--- config.mk ---
export PLATFORM = sky130hd
export DESIGN_NAME = uart_rx_ctrl
export DESIGN_NICKNAME = d
export VERILOG_FILES = /design/src/rtl/uart_pkg.sv /design/src/rtl/rx_tick_gen.sv /design/src/rtl/uart_rx_ctrl.sv
export SDC_FILE = /design/constraint.sdc
export NUM_CORES = 1
export LEC_CHECK = 0
export ABC_AREA = 1
export CELL_PAD_IN_SITES_DETAIL_PLACEMENT = 0
export CELL_PAD_IN_SITES_GLOBAL_PLACEMENT = 2
export CORE_MARGIN = 5
export CORE_UTILIZATION = 30
export DETAILED_ROUTE_END_ITERATION = 8
export PLACE_DENSITY_LB_ADDON = 0.1
export RECOVER_POWER = 50
export SLEW_MARGIN = 20
export SYNTH_ARGS = -nofsm -noshare
export SYNTH_HDL_FRONTEND = slang
export SYNTH_HIERARCHICAL = 1
export SYNTH_SLANG_ARGS = --single-unit
export TNS_END_PERCENT = 50
--- constraint.sdc ---
create_clock -name clk -period 1.5 [get_ports clk]
set_clock_uncertainty 0.05 [all_clocks]
set_input_delay 0.45 -clock clk [delete_from_list [all_inputs] [get_ports clk]]
set_output_delay 0.45 -clock clk [all_outputs]
set_load 0.01 [all_outputs]
--- src/rtl/uart_pkg.sv ---
// Shared UART receive definitions: FSM state encoding, default oversampling
// and clock-per-tick values, and the line levels of the framing bits.
package uart_pkg;

    typedef enum logic [1:0] {
        IDLE,
        START,
        DATA,
        STOP
    } rx_state_t;

    localparam int UART_OVERSAMPLE        = 16;
    localparam int UART_DEF_CLKS_PER_TICK = 326;

    localparam logic START_BIT = 1'b0;
    localparam logic STOP_BIT  = 1'b1;

endpackage

--- src/rtl/rx_tick_gen.sv ---
// Restartable oversample tick generator: one-cycle tick every CLKS_PER_TICK
// clocks, phase-aligned to the most recent restart pulse.
module rx_tick_gen
    import uart_pkg::*;
#(
    parameter int CLKS_PER_TICK = UART_DEF_CLKS_PER_TICK
) (
    input  logic clk,
    input  logic reset,
    input  logic restart,
    output logic tick
);

    localparam int CW = (CLKS_PER_TICK > 1) ? $clog2(CLKS_PER_TICK) : 1;
    localparam logic [CW-1:0] LAST = CW'(CLKS_PER_TICK - 1);

    logic [CW-1:0] cnt;

    // Restart zeroes the phase so the first tick lands CLKS_PER_TICK clocks later.
    always_ff @(posedge clk) begin
        if (reset || restart) begin
            cnt  <= '0;
            tick <= 1'b0;
        end else if (cnt == LAST) begin
            cnt  <= '0;
            tick <= 1'b1;
        end else begin
            cnt  <= cnt + 1'b1;
            tick <= 1'b0;
        end
    end

endmodule

--- src/rtl/uart_rx_ctrl.sv ---
// UART receiver: synchronises rx, aligns the tick generator to the start edge,
// samples mid-bit (LSB first), checks the stop bit and hands bytes out via valid/ready.
module uart_rx_ctrl
    import uart_pkg::*;
#(
    parameter int CLKS_PER_TICK = UART_DEF_CLKS_PER_TICK,
    parameter int OVERSAMPLE    = UART_OVERSAMPLE,
    parameter int DATA_BITS     = 8
) (
    input  logic       clk,
    input  logic       reset,
    input  logic       rx,
    output logic [7:0] data,
    output logic       valid,
    input  logic       ready,
    output logic       busy,
    output logic       frame_err,
    output logic       overrun
);

    localparam int TW = $clog2(OVERSAMPLE);
    localparam logic [TW-1:0] HALF_LAST = TW'(OVERSAMPLE / 2 - 1);
    localparam logic [TW-1:0] BIT_LAST  = TW'(OVERSAMPLE - 1);
    localparam logic [3:0]    LAST_BIT  = 4'(DATA_BITS - 1);

    rx_state_t     state;
    logic          sync1, sync2, sync3;
    logic [TW-1:0] tick_cnt;
    logic [3:0]    bit_cnt;
    logic [7:0]    shreg, shreg_next;
    logic          tick, restart, fall;

    assign fall    = sync3 & ~sync2;
    assign restart = (state == IDLE) && fall;
    assign busy    = (state != IDLE);

    rx_tick_gen #(
        .CLKS_PER_TICK(CLKS_PER_TICK)
    ) u_tick (
        .clk    (clk),
        .reset  (reset),
        .restart(restart),
        .tick   (tick)
    );

    // New bits enter at the top of the frame width so the first bit ends at bit 0.
    always_comb begin
        shreg_next = shreg >> 1;
        shreg_next[DATA_BITS-1] = sync2;
    end

    always_ff @(posedge clk) begin
        if (reset) begin
            {sync1, sync2, sync3} <= 3'b111;
        end else begin
            sync1 <= rx;
            sync2 <= sync1;
            sync3 <= sync2;
        end
    end

    always_ff @(posedge clk) begin
        if (reset) begin
            state     <= IDLE;
            tick_cnt  <= '0;
            bit_cnt   <= '0;
            shreg     <= '0;
            data      <= '0;
            valid     <= 1'b0;
            frame_err <= 1'b0;
            overrun   <= 1'b0;
        end else begin
            frame_err <= 1'b0;
            overrun   <= 1'b0;
            if (valid && ready) valid <= 1'b0;

            case (state)
                IDLE: begin
                    if (fall) begin
                        state    <= START;
                        tick_cnt <= '0;
                        bit_cnt  <= '0;
                        shreg    <= '0;
                    end
                end
                START: begin
                    if (tick) begin
                        if (tick_cnt == HALF_LAST) begin
                            tick_cnt <= '0;
                            state    <= (sync2 == START_BIT) ? DATA : IDLE;
                        end else begin
                            tick_cnt <= tick_cnt + 1'b1;
                        end
                    end
                end
                DATA: begin
                    if (tick) begin
                        if (tick_cnt == BIT_LAST) begin
                            tick_cnt <= '0;
                            shreg    <= shreg_next;
                            bit_cnt  <= bit_cnt + 1'b1;
                            if (bit_cnt == LAST_BIT) state <= STOP;
                        end else begin
                            tick_cnt <= tick_cnt + 1'b1;
                        end
                    end
                end
                STOP: begin
                    // A completed byte never overwrites one the consumer has not taken.
                    if (tick) begin
                        if (tick_cnt == BIT_LAST) begin
                            tick_cnt <= '0;
                            state    <= IDLE;
                            if (sync2 == STOP_BIT) begin
                                if (!valid || ready) begin
                                    data  <= shreg;
                                    valid <= 1'b1;
                                end else begin
                                    overrun <= 1'b1;
                                end
                            end else begin
                                frame_err <= 1'b1;
                            end
                        end else begin
                            tick_cnt <= tick_cnt + 1'b1;
                        end
                    end
                end
                default: state <= IDLE;
            endcase
        end
    end

endmodule

* After elaboration in Yosys (flattened, before gate mapping)
Index checks and enable logic that the tools add are counted.
Word-level totals: flip-flop bits (word level) 42, input bits 4, output and inout bits 12
Operators by class: add/sub/neg operators 3, eq/ne operators 16, muxes and demuxes 32, bitwise operators 5, reduce and logical (&&, ||, !) cells 16
Operators with widths (number):
- $mux 4 | 7
- $mux 8 | 3
- $mux 2 | 9
- $pmux 8 s2 | 1
- $pmux 4 s3 | 1
- $ne 2x2->1 const B | 5
- $add 9x1->9 const B | 1
- $eq 9x9->1 const B | 1
- $mux 1 | 9
- $add 4x1->4 const B | 2
- $eq 4x3->1 const B | 2
- $ne 2x1->1 const B | 4
- $pmux 2 s4 | 1
- $pmux 4 s2 | 1
- $reduce_and 8->1 | 1
- $reduce_and 5->1 | 1
- $reduce_or 5->1 | 1
- $eq 2x2->1 const B | 2
- $eq 4x4->1 const B | 1
- $not 1->1 | 4
- $reduce_and 4->1 | 1
- $reduce_bool 2->1 | 2
- $reduce_or 2->1 | 2
- $reduce_or 4->1 | 1
- 7 further kinds | 9

* Logic depth before layout (Yosys ltp)
word-level depth 7, mapped depth 10, mapped depth without buffers 10

* By module
The synthesis kept the hierarchy.
Modules (own cells, without submodules):
- uart_rx_ctrl | instances 1, cells each 173, area each 1388.8 µm²
- rx_tick_gen | instances 1, cells each 68, area each 479.2 µm²

* Worst setup path after synthesis
OpenSTA, ideal clock, no wires.
path type register to register, from reg tick_cnt[0], to reg (tool-made name), arrival 1.289 ns, data required time 1.324 ns, slack 0.036 ns, stages on the path, launching flop included 9, buffers on the path 0, period minus slack after synthesis 1.464 ns, cells stage by stage dfxtp_1 > ha_1 > nand2_2 > o21ai_1 > nand2_1 > nor2_4 > nand2_1 > nand2_1 > a21oi_2
RTL lines:
- start: declaration | RTL line uart_rx_ctrl.sv:28 | logic [TW-1:0] tick_cnt;
- start signal: assignment | RTL line uart_rx_ctrl.sv:92 | tick_cnt <= tick_cnt + 1'b1;
- start signal: assignment | RTL line uart_rx_ctrl.sv:104 | tick_cnt <= tick_cnt + 1'b1;
- start signal: assignment | RTL line uart_rx_ctrl.sv:125 | tick_cnt <= tick_cnt + 1'b1;

* Worst setup path after layout
from in reset, to reg u_tick.cnt[8]
On the way: cells in the longest elaborated chain, start to end 2
RTL lines:
- start: declaration | RTL line uart_rx_ctrl.sv:11 | input logic reset,
- $logic_or 1x1->1 | RTL line rx_tick_gen.sv:21 | if (reset || restart) begin
- $reduce_or 2->1 (no source line)
- end signal: assignment | RTL line rx_tick_gen.sv:28 | cnt <= cnt + 1'b1;
- end: declaration | RTL line rx_tick_gen.sv:17 | logic [CW-1:0] cnt;
Every way passes these cells. A chain may end at the register's enable or synchronous reset.

==> results.ini <==
[sta]
relSlewSlack_pct = 83.0
finalHoldViolations = 0
hold_slack_ns = 0.362
fmax_ghz = 0.715
worst_slack_ns = 0.102
finalSetupViolations = 0
tns_ns = 0
layout_min_cycle_time_ns = 1.40
drv_slew = 0
tightest_slew_ns = 0.255
final.period_utilization_pct = 93.2

[global_routing]
grt_util_met2_pct = 17.4
grt_use_met3_pct = 3.04
antenna_found_initial = 0
grt_use_met1_pct = 15.1
grtUsageTotal_pct = 11.3
busiest_layer = met2
grt_pass1_wl_mm = 6.93
grt-ovfl-total = 0
grt_pass1_vias = 1471
grt_max_degree = 16

[worst_setup_path]
crit_arrival_ns = 1.57
crit_type = primary input to flop
end_kind = flop
cp_data_required_time_ns = 1.67
slowest_delay_ns = 0.55
cp_top_family = buffers and inverters
cp_slowest_cell = dlygate4sd3_1
cp_cell_sequence = dlygate4sd3_1 -> buf_4 -> nor2_1 -> nand2_4 -> a21oi_1
crit_fanout = 9
startpoint_type = primary input
worst-path-buf-inv = 2

[pwr]
vdd_drop_max_mv = 0.315
p_per_area_mw_per_mm2 = 857
p_leak_nw = 0.995

[placed_design]
portBuffers = 15
post-place-ws_ns = -0.0926
gp_congestion = 0.745
placed_area_sq_mm = 0.00227
dp_hpwl_mm = 2.91

[clocking]
cts_buffers = 5
clkLatencyLatePin_ns = 0.29
path_clk_slew_ns = 0.08
cts_tree = yes
htree_levels = 2
root_buffer = clkbuf_8
hold_buffers = 0
clockBufferDepth = 2
cts.sinks = 42

[cells_and_area]
stdcell_area_sq_mm = 0.00244
layout_commonest_cell = nand2_1
regArea_sq_um = 847
diodes = 0
finish.utilization_pct = 40.8
area_delta_synth_final_pct = 30.7
layout.cells.most_common_list = 50 x nand2_1, 37 x nor2_1, 37 x dfxtp_1, 20 x inv_1, 20 x a21oi_1
drive_gt1_share_pct = 26.9
fill_cells = 630
fin_nets = 290
multiInputGateArea_sq_um = 950

[floorplanning]
dieArea_sq_mm = 0.00790
die_w_um = 88.9
die_h_um = 88.9
initial_core_util_pct = 31.2
floorplan.rows = 28
core_sq_mm = 0.00599
pin_count = 16

[outcome]
status = finished clean

[yosys]
yosysUniqueCellTypes = 28
synth-seq-cells = 42
yosys_warnings = 6
seq_area_frac_synth_pct = 45.0
syn_area_sq_mm = 0.00187
synth.avg_cell_area_sq_um = 7.75
synthCells = 241
syn_nets = 249

[detailed_routing]
remaining_drc_errors = 0
detail-route-antenna-nets = 0
wirelength_mm = 4.02
drt_iter0_markers = 52
firstDrtPassIters = 4
vias = 1561
wire_per_inst_um = 11.2
avgViaCountPerCell = 4.36

[job]
drv_cap = 0

[min_path]
hold_class = flop to flop

stage by stage:
stage	total power, mW	instances
2_1_floorplan	1.29	241
3_3_place_gp	1.36	346
3_5_place_dp	1.36	346
4_1_cts	2.14	354
5_1_grt	2.23	358
6_report	2.09	358
registers in the layout, indices dropped and copies added (netlist names), named ones only:
register,count
shreg,8
tick_cnt,4
overrun,1
u_tick/tick,1
frame_err,1
data,8
state,1
sync3,1
bit_cnt,4
sync2,1
valid,1
u_tick/cnt,9
sync1,1
metal layers:
metal  up-vias  share of wire, %
met5         -                 0
met4         0               1.3
met3         5               2.9
met2        16                45
met1       689                51
li1        851                 -
worst register-to-register path, delay by kind of cell, from the launching register on:
kind            cells  cell delay (ns)
simple gates        5             0.57
flops               1             0.35
buf+inv             2             0.26
compound gates      1             0.11
synthesized netlist by cell type, drive strengths merged:
| cell | count | share of area [%] |
|---|---|---|
| a211oi | 1 | 0.67 |
| a21oi | 23 | 7.0 |
| buf | 3 | 1.3 |
| clkbuf | 3 | 0.60 |
| dfxtp | 42 | 45 |
| ha | 4 | 2.7 |
| inv | 24 | 4.8 |
| nand2 | 59 | 13 |
| nand3 | 18 | 5.4 |
| nand4 | 1 | 1.1 |
| nor2 | 42 | 10 |
| nor3 | 12 | 5.4 |
| o21ai | 5 | 1.3 |
| or2 | 2 | 0.67 |
| xnor2 | 1 | 0.47 |
| xor2 | 1 | 0.47 |
cell type report:
cell class / instances / share of cell area, %
clock buffer: 7 / 3.53
clock inverter: 1 / 0.205
inverter: 24 / 3.79
multi-input combinational: 169 / 38.9
sequential: 42 / 34.7
tap: 75 / 3.84
timing repair buffer: 40 / 15.1
logic make-up (layout without fill, tap and decap cells):
kind of cell / after synthesis / after routing / synth area share [%]
compound gates: 29 / 29 / 8.97
xor+xnor: 2 / 2 / 0.938
fa+ha+maj: 4 / 4 / 2.68
buf+inv: 30 / 72 / 6.70
flops: 42 / 42 / 45.0
simple gates: 134 / 134 / 35.7
repair_timing:
action / 4_1_cts / 5_1_grt
pin swaps: 0 / 7
endpoints found under the setup margin: 22 / 21
buffers inserted: 0 / 4
hold endpoints to repair: 0 / 0
gates resized for setup: 15 / 24
path summary, 6_finish.rpt:
kind,startpoint,endpoint,slack (ns),cells after the start
min,sync1,sync2,0.36,1
min reg2reg,sync1,sync2,0.36,1
max,reset,u_tick/cnt[8],0.10,5
max reg2reg,state[0],data[4],0.10,8
report_power, final:
part / internal, mW / total [mW] / leakage (nW) / switching (mW)
Sequential: 1.14 / 1.16 / 0.343 / 0.0234
Combinational: 0.0759 / 0.169 / 0.604 / 0.0932
Clock: 0.372 / 0.759 / 0.0482 / 0.387
Total: 1.59 / 2.09 / 0.995 / 0.504
(Power assumes the default switching activity.)
